## src/rtl/data_stack_pkg.sv

```systemverilog
// Shared op encoding, default sizes and op-requirement helpers for the data stack.
// DSTACK_ROT_EN remaps op code 7 from OVER to ROT.
package data_stack_pkg;

  localparam int DSTACK_DATA_W_DEF = 4;
  localparam int DSTACK_DEPTH_DEF  = 16;

  typedef enum logic [2:0] {
    OP_NOP     = 3'd0,
    OP_PUSH    = 3'd1,
    OP_POP     = 3'd2,
    OP_REPLACE = 3'd3,
    OP_DUP     = 3'd4,
    OP_DROP    = 3'd5,
    OP_SWAP    = 3'd6,
`ifdef DSTACK_ROT_EN
    OP_ROT     = 3'd7
`else
    OP_OVER    = 3'd7
`endif
  } dstack_op_e;

  // Minimum number of entries that must already be on the stack.
  function automatic logic [1:0] dstack_need(input dstack_op_e op);
    case (op)
      OP_POP, OP_REPLACE, OP_DUP, OP_DROP: return 2'd1;
`ifdef DSTACK_ROT_EN
      OP_SWAP: return 2'd2;
      OP_ROT:  return 2'd3;
`else
      OP_SWAP, OP_OVER: return 2'd2;
`endif
      default: return 2'd0;
    endcase
  endfunction

  // Net change in occupancy when the op is accepted.
  function automatic logic signed [1:0] dstack_grow(input dstack_op_e op);
    case (op)
`ifdef DSTACK_ROT_EN
      OP_PUSH, OP_DUP: return 2'sd1;
`else
      OP_PUSH, OP_DUP, OP_OVER: return 2'sd1;
`endif
      OP_POP, OP_DROP: return -2'sd1;
      default:         return 2'sd0;
    endcase
  endfunction

endpackage

```

## src/rtl/dstack_mem.sv

```systemverilog
// DEPTH x DATA_W register array: three async read ports, two sync write ports
// (a third write port exists only with DSTACK_ROT_EN). Later ports win on collision.
module dstack_mem #(
  parameter int DATA_W = 4,
  parameter int DEPTH  = 16,
  parameter int AW     = $clog2(DEPTH)
) (
  input  logic              clk,
  input  logic              we_a_i,
  input  logic [AW-1:0]     waddr_a_i,
  input  logic [DATA_W-1:0] wdata_a_i,
  input  logic              we_b_i,
  input  logic [AW-1:0]     waddr_b_i,
  input  logic [DATA_W-1:0] wdata_b_i,
`ifdef DSTACK_ROT_EN
  input  logic              we_c_i,
  input  logic [AW-1:0]     waddr_c_i,
  input  logic [DATA_W-1:0] wdata_c_i,
`endif
  input  logic [AW-1:0]     raddr_0_i,
  input  logic [AW-1:0]     raddr_1_i,
  input  logic [AW-1:0]     raddr_2_i,
  output logic [DATA_W-1:0] rdata_0_o,
  output logic [DATA_W-1:0] rdata_1_o,
  output logic [DATA_W-1:0] rdata_2_o
);

  logic [DATA_W-1:0] mem_q [DEPTH];

  // NOTE: storage has no reset; occupancy gating hides stale entries, and leaving
  // it out keeps the array as plain flops without a reset tree.
  always_ff @(posedge clk) begin
    if (we_a_i) mem_q[waddr_a_i] <= wdata_a_i;
    if (we_b_i) mem_q[waddr_b_i] <= wdata_b_i;
`ifdef DSTACK_ROT_EN
    if (we_c_i) mem_q[waddr_c_i] <= wdata_c_i;
`endif
  end

  assign rdata_0_o = mem_q[raddr_0_i];
  assign rdata_1_o = mem_q[raddr_1_i];
  assign rdata_2_o = mem_q[raddr_2_i];

endmodule

```

## src/rtl/data_stack_ctl.sv

```systemverilog
// Parametrised data stack with Forth-style ops, occupancy and sticky error flags.
// DSTACK_ROT_EN: op 7 becomes ROT (replaces OVER) and adds the nntos output.
module data_stack_ctl
  import data_stack_pkg::*;
#(
  parameter int DATA_W = DSTACK_DATA_W_DEF,
  parameter int DEPTH  = DSTACK_DEPTH_DEF,
  parameter int CNT_W  = $clog2(DEPTH + 1)
) (
  input  logic              clk,
  input  logic              rst,
  input  logic [2:0]        op,
  input  logic [DATA_W-1:0] push_data,
  input  logic              err_clr,
  output logic [DATA_W-1:0] pop_data,
  output logic              pop_valid,
  output logic [DATA_W-1:0] tos,
  output logic [DATA_W-1:0] ntos,
`ifdef DSTACK_ROT_EN
  output logic [DATA_W-1:0] nntos,
`endif
  output logic [CNT_W-1:0]  count,
  output logic              empty,
  output logic              full,
  output logic              overflow_err,
  output logic              underflow_err
);

  localparam int AW = $clog2(DEPTH);

  logic [CNT_W-1:0]  count_q, count_d;
  logic [DATA_W-1:0] pop_data_q, pop_data_d;
  logic              pop_valid_q, pop_valid_d;
  logic              ovf_q, ovf_d;
  logic              unf_q, unf_d;

  logic              has1, has2, has3, full_w;
  logic [AW-1:0]     idx1, idx2, idx3;
  logic [DATA_W-1:0] rd1, rd2, rd3;
  logic [DATA_W-1:0] tos_w, ntos_w, nntos_w;

  dstack_op_e        op_e;
  logic [1:0]        need;
  logic signed [1:0] grow;
  logic              short_w, no_room, accept;

  logic              we_a, we_b;
  logic [AW-1:0]     wa_a, wa_b;
  logic [DATA_W-1:0] wd_a, wd_b;
`ifdef DSTACK_ROT_EN
  logic              we_c;
  logic [AW-1:0]     wa_c;
  logic [DATA_W-1:0] wd_c;
`endif

  assign has1   = count_q >= CNT_W'(1);
  assign has2   = count_q >= CNT_W'(2);
  assign has3   = count_q >= CNT_W'(3);
  assign full_w = count_q == CNT_W'(DEPTH);

  // Read addresses are clamped so a short stack never indexes past the array.
  assign idx1 = has1 ? AW'(count_q - CNT_W'(1)) : '0;
  assign idx2 = has2 ? AW'(count_q - CNT_W'(2)) : '0;
  assign idx3 = has3 ? AW'(count_q - CNT_W'(3)) : '0;

  dstack_mem #(.DATA_W(DATA_W), .DEPTH(DEPTH), .AW(AW)) u_mem (
    .clk       (clk),
    .we_a_i    (we_a),
    .waddr_a_i (wa_a),
    .wdata_a_i (wd_a),
    .we_b_i    (we_b),
    .waddr_b_i (wa_b),
    .wdata_b_i (wd_b),
`ifdef DSTACK_ROT_EN
    .we_c_i    (we_c),
    .waddr_c_i (wa_c),
    .wdata_c_i (wd_c),
`endif
    .raddr_0_i (idx1),
    .raddr_1_i (idx2),
    .raddr_2_i (idx3),
    .rdata_0_o (rd1),
    .rdata_1_o (rd2),
    .rdata_2_o (rd3)
  );

  assign tos_w   = has1 ? rd1 : '0;
  assign ntos_w  = has2 ? rd2 : '0;
  assign nntos_w = has3 ? rd3 : '0;

  assign op_e    = dstack_op_e'(op);
  assign need    = dstack_need(op_e);
  assign grow    = dstack_grow(op_e);
  assign short_w = count_q < CNT_W'(need);
  assign no_room = (grow == 2'sd1) && full_w;
  assign accept  = !short_w && !no_room;

  // NOTE: every signal gets its default before the case so no path infers a latch.
  always_comb begin
    count_d     = count_q;
    pop_data_d  = pop_data_q;
    pop_valid_d = 1'b0;
    we_a = 1'b0; wa_a = '0; wd_a = '0;
    we_b = 1'b0; wa_b = '0; wd_b = '0;
`ifdef DSTACK_ROT_EN
    we_c = 1'b0; wa_c = '0; wd_c = '0;
`endif

    if (accept) begin
      if (grow == 2'sd1)       count_d = count_q + CNT_W'(1);
      else if (grow == -2'sd1) count_d = count_q - CNT_W'(1);

      case (op_e)
        OP_PUSH: begin
          we_a = 1'b1; wa_a = AW'(count_q); wd_a = push_data;
        end
        OP_POP: begin
          pop_data_d  = tos_w;
          pop_valid_d = 1'b1;
        end
        OP_REPLACE: begin
          we_a = 1'b1; wa_a = idx1; wd_a = push_data;
        end
        OP_DUP: begin
          we_a = 1'b1; wa_a = AW'(count_q); wd_a = tos_w;
        end
        OP_SWAP: begin
          we_a = 1'b1; wa_a = idx1; wd_a = ntos_w;
          we_b = 1'b1; wa_b = idx2; wd_b = tos_w;
        end
`ifdef DSTACK_ROT_EN
        OP_ROT: begin
          we_a = 1'b1; wa_a = idx3; wd_a = ntos_w;
          we_b = 1'b1; wa_b = idx2; wd_b = tos_w;
          we_c = 1'b1; wa_c = idx1; wd_c = nntos_w;
        end
`else
        OP_OVER: begin
          we_a = 1'b1; wa_a = AW'(count_q); wd_a = ntos_w;
        end
`endif
        default: ;
      endcase
    end

    // A new error in the same cycle as err_clr keeps the flag set.
    ovf_d = (ovf_q & ~err_clr) | no_room;
    unf_d = (unf_q & ~err_clr) | short_w;
  end

  always_ff @(posedge clk) begin
    if (rst) begin
      count_q     <= '0;
      pop_data_q  <= '0;
      pop_valid_q <= 1'b0;
      ovf_q       <= 1'b0;
      unf_q       <= 1'b0;
    end else begin
      count_q     <= count_d;
      pop_data_q  <= pop_data_d;
      pop_valid_q <= pop_valid_d;
      ovf_q       <= ovf_d;
      unf_q       <= unf_d;
    end
  end

  assign pop_data      = pop_data_q;
  assign pop_valid     = pop_valid_q;
  assign tos           = tos_w;
  assign ntos          = ntos_w;
  assign count         = count_q;
  assign empty         = !has1;
  assign full          = full_w;
  assign overflow_err  = ovf_q;
  assign underflow_err = unf_q;

`ifdef DSTACK_ROT_EN
  assign nntos = nntos_w;
`else
  logic [DATA_W-1:0] nntos_unused;
  assign nntos_unused = nntos_w;
`endif

endmodule

```

## config.mk

```make
export PLATFORM = sky130hd
export DESIGN_NAME = data_stack_ctl
export DESIGN_NICKNAME = d
export VERILOG_FILES = /design/src/rtl/data_stack_pkg.sv /design/src/rtl/dstack_mem.sv /design/src/rtl/data_stack_ctl.sv
export SDC_FILE = /design/constraint.sdc
export NUM_CORES = 1
export LEC_CHECK = 0
export ABC_AREA = 1
export BUFFER_PORTS_ARGS = -buffer_cell sky130_fd_sc_hd__buf_4
export CAP_MARGIN = 10
export CORE_ASPECT_RATIO = 1.4
export CORE_MARGIN = 3
export CORE_UTILIZATION = 51
export DETAILED_ROUTE_END_ITERATION = 6
export GPL_TIMING_DRIVEN = 0
export MAX_ROUTING_LAYER = met4
export PLACE_DENSITY = 0.78
export SYNTH_ARGS = -nofsm -noshare
export SYNTH_HDL_FRONTEND = slang
export SYNTH_SLANG_ARGS = --single-unit
```

## constraint.sdc

```tcl
create_clock -name clk -period 4 [get_ports clk]
set_clock_uncertainty 0.05 [all_clocks]
set_input_delay 0.6 -clock clk [delete_from_list [all_inputs] [get_ports clk]]
set_output_delay 0.6 -clock clk [all_outputs]
set_load 0.005 [all_outputs]
```

==> summary.txt <==
Status: complete, no violations
RePlAce Congestion: 1.093
Critical path cell sequence: buf_2, clkinvlp_4, clkbuf_4, ha_1, xnor2_2, nor2_4, inv_2, nand3_1, nand3_1, nand2_1, nor2_1, buf_4
Fin. Hold Viols: 0
CP Max Fanout: 12
Synth warnings: 0
Synth top area share: 0.3400
Most frequent cell after synthesis: nand2_1
Top cell by count, worst path: nand3_1
Pin count of the biggest net entering global routing: 16
Wire per inst: 21.16 microns
Max Slew Vio Count: 0
Placed inst area: 0.006058 sq mm
Crit path arrival time: 3.26 ns
Buffers on Ports: 31
Worst-margin pin slew: 0.7392 ns
Clk pin slew, worst setup/hold paths: 0.06 ns
Synth top area cells: edfxtp_1 (34%), nand3_1 (20%), nand2_1 (18%), dfxtp_1 (4.2%), inv_1 (2.7%)
CP Capture Type: output pin
Chip width: 94.98 microns
Post-Route Utilization: 0.6054
Synth-to-layout area growth: 13.19%
Slowest-stage cell, CP: dfxtp_1
Clock latency on the worst-skew pair: 0.35 ns
Max Cap Viol: 0
Largest area contributor in the netlist: edfxtp_1
Worst path bufs/invs: 5
Async SR Flop Fraction: 0
Vias per inst: 6.216
Detailed Routing Iterations Pass 1: 6
Initial DRC count: 625
Number of diodes: 0
Final Cell Area: 0.006399 sq mm
Synth Flop Type: edfxtp_1
Clock Tree Root: clkbuf_16
Post-route setup TNS: 0 ns
Post-synth EDFFs: 64
Starting Density: 0.5348
# setup viols final: 0
Post-CTS Setup Repair Bufs: 0
WS Path Type: reg2out
Die area: 0.01240 sq mm
Initial antenna violation count: 0
Hold Path Class: reg2reg
Final period utilization: 0.9768
Overall Global Routing Usage: 0.3634
F_max: 0.2559 GHz
Unique cell type count in the Yosys netlist: 34
Final net count: 862
CTS H-tree lvls: 3
Synth Area per Inst: 7.057 sq um
CTS buffer count: 9
RSZ-0062 raised after global routing: no
Max Root-Sink Buffers: 2
WL final: 20.87 mm
CP required: 3.35 ns
Core Area: 0.01057 sq mm
HPWL Detailed: 15.79 mm
Final WS setup: 0.09291 ns
Ports: 32
First-pass GRT wire length: 32.52 mm
# DRC: 0
Register bit total from synthesis: 76
Sequential Area: 0.002162 sq mm
Row count: 44
Synth cell count leaders: nand2_1 (275), nand3_1 (231), edfxtp_1 (64), inv_1 (40), nor2_1 (21)
Die Ht: 130.6 microns
Sequential share of the synthesized area: 0.3825
Fill count: 990
Relative max-transition margin: 0.5020
Layout cells sized above 1: 0.1356
Sink Count: 76
Pre-CTS setup slack: -0.005639 ns
CTS tree: yes
Max incr delay on CP: 0.41 ns
CP Launch Type: flip-flop
Post-route ant nets: 0
Vias in the first global route: 5909
Synth Instances: 801
Synth Cell Area: 0.005653 sq mm
Syn_nets: 820
Via count: 6129
Grt total ovfl: 0
Final min period: 3.907 ns
Area of the multi-input gates: 0.003037 sq mm
Critical path's top delay family: buffers and inverters
## worst paths after layout
kind	start	to	slack (ns)	cells past startpoint
max	count[0]$_SDFFE_PP0P_	tos[1]	0.09	12
min	overflow_err$_SDFF_PP0_	overflow_err$_SDFF_PP0_	0.42	2
max reg2reg	count[0]$_SDFFE_PP0P_	u_mem.mem_q[6][1]$_DFFE_PP_	0.36	16
min reg2reg	overflow_err$_SDFF_PP0_	overflow_err$_SDFF_PP0_	0.42	2
## layout by cell type, fill, tap and decap left out, types with 3 or more instances in the layout
| cell | Yosys | final |
|---|---|---|
| nand3_1 | 231 | 231 |
| nand2_2 | 6 | 6 |
| nor4_4 | 4 | 4 |
| ha_1 | 9 | 9 |
| o21ai_1 | 4 | 4 |
| nand3_2 | 5 | 5 |
| nand4_1 | 9 | 9 |
| nor2_2 | 6 | 5 |
| dfxtp_1 | 12 | 12 |
| o21ai_0 | 20 | 20 |
| buf_6 | 6 | 7 |
| clkbuf_1 | 8 | 7 |
| inv_1 | 40 | 40 |
| inv_6 | 0 | 3 |
| clkinv_1 | 11 | 9 |
| a21oi_1 | 14 | 14 |
| buf_2 | 16 | 15 |
| buf_4 | 9 | 40 |
| inv_2 | 5 | 5 |
| o2111ai_1 | 4 | 4 |
| o22ai_1 | 4 | 4 |
| nor2_4 | 2 | 4 |
| nor2_1 | 21 | 20 |
| clkbuf_16 | 0 | 9 |
| nand2_1 | 275 | 275 |
| buf_1 | 5 | 5 |
| edfxtp_1 | 64 | 64 |
## what timing repair did
| action | in CTS | in global routing |
|---|---|---|
| resized for setup | 6 | 5 |
| endpoints found under the hold margin | 0 | 0 |
| endpoints found under the setup margin | 20 | 6 |
| hold buffers | 0 | 0 |
## registers in the layout, summed over array words and instances (netlist names)
register and flops:
overflow_err 1, underflow_err 1, pop_valid 1, count 5, pop_data 4, u_mem.mem_q 64
## layer usage
layer | vias to the layer above | GRT usage | wire [microns]
li1 | 2809 | - | -
met1 | 2865 | 0.4261 | 7998
met2 | 372 | 0.5922 | 10170
met3 | 83 | 0.05040 | 1660
met4 | 0 | 0.2141 | 1041
met5 | - | - | 0
## area by class of cell
cell class,count,share of cell area
Timing Repair Buffer,31,0.03637
Clock buffer,9,0.03520
Buffer,44,0.04282
Multi-Input combinational cell,625,0.4746
Inverter,56,0.03363
Tap cell,138,0.02698
Sequential cell,76,0.3379
Clock inverter,7,0.01251
## kinds of logic (layout without fill, tap and decap cells)
family                     count (synthesis)  in the layout  synth area share
AOI/OAI and AO/OA                         49             49           0.04980
xor gates and xnor gates                   3              3          0.004649
adders and majority gates                  9              9           0.01992
buffers and inverters                    100            147           0.08389
DFF                                       76             76            0.3825
and+or+nand+nor                          564            564            0.4593
## worst min-delay path: stages (launching register included)
cell and delay (ns):
dfxtp_1 0.31, nand2_1 0.06, a21oi_1 0.05
## stage by stage
stage / hold WS [ns] / std cells
floorplan: 0.4097 / 801
global placement: 0.4075 / 970
detailed placement: 0.4092 / 970
CTS: 0.4191 / 986
global route: 0.4406 / 986
finish: 0.4204 / 986
Power is left out: the tool's default activity adds up to more than one toggle a clock period on the data nets, which glitch-free logic cannot reach.
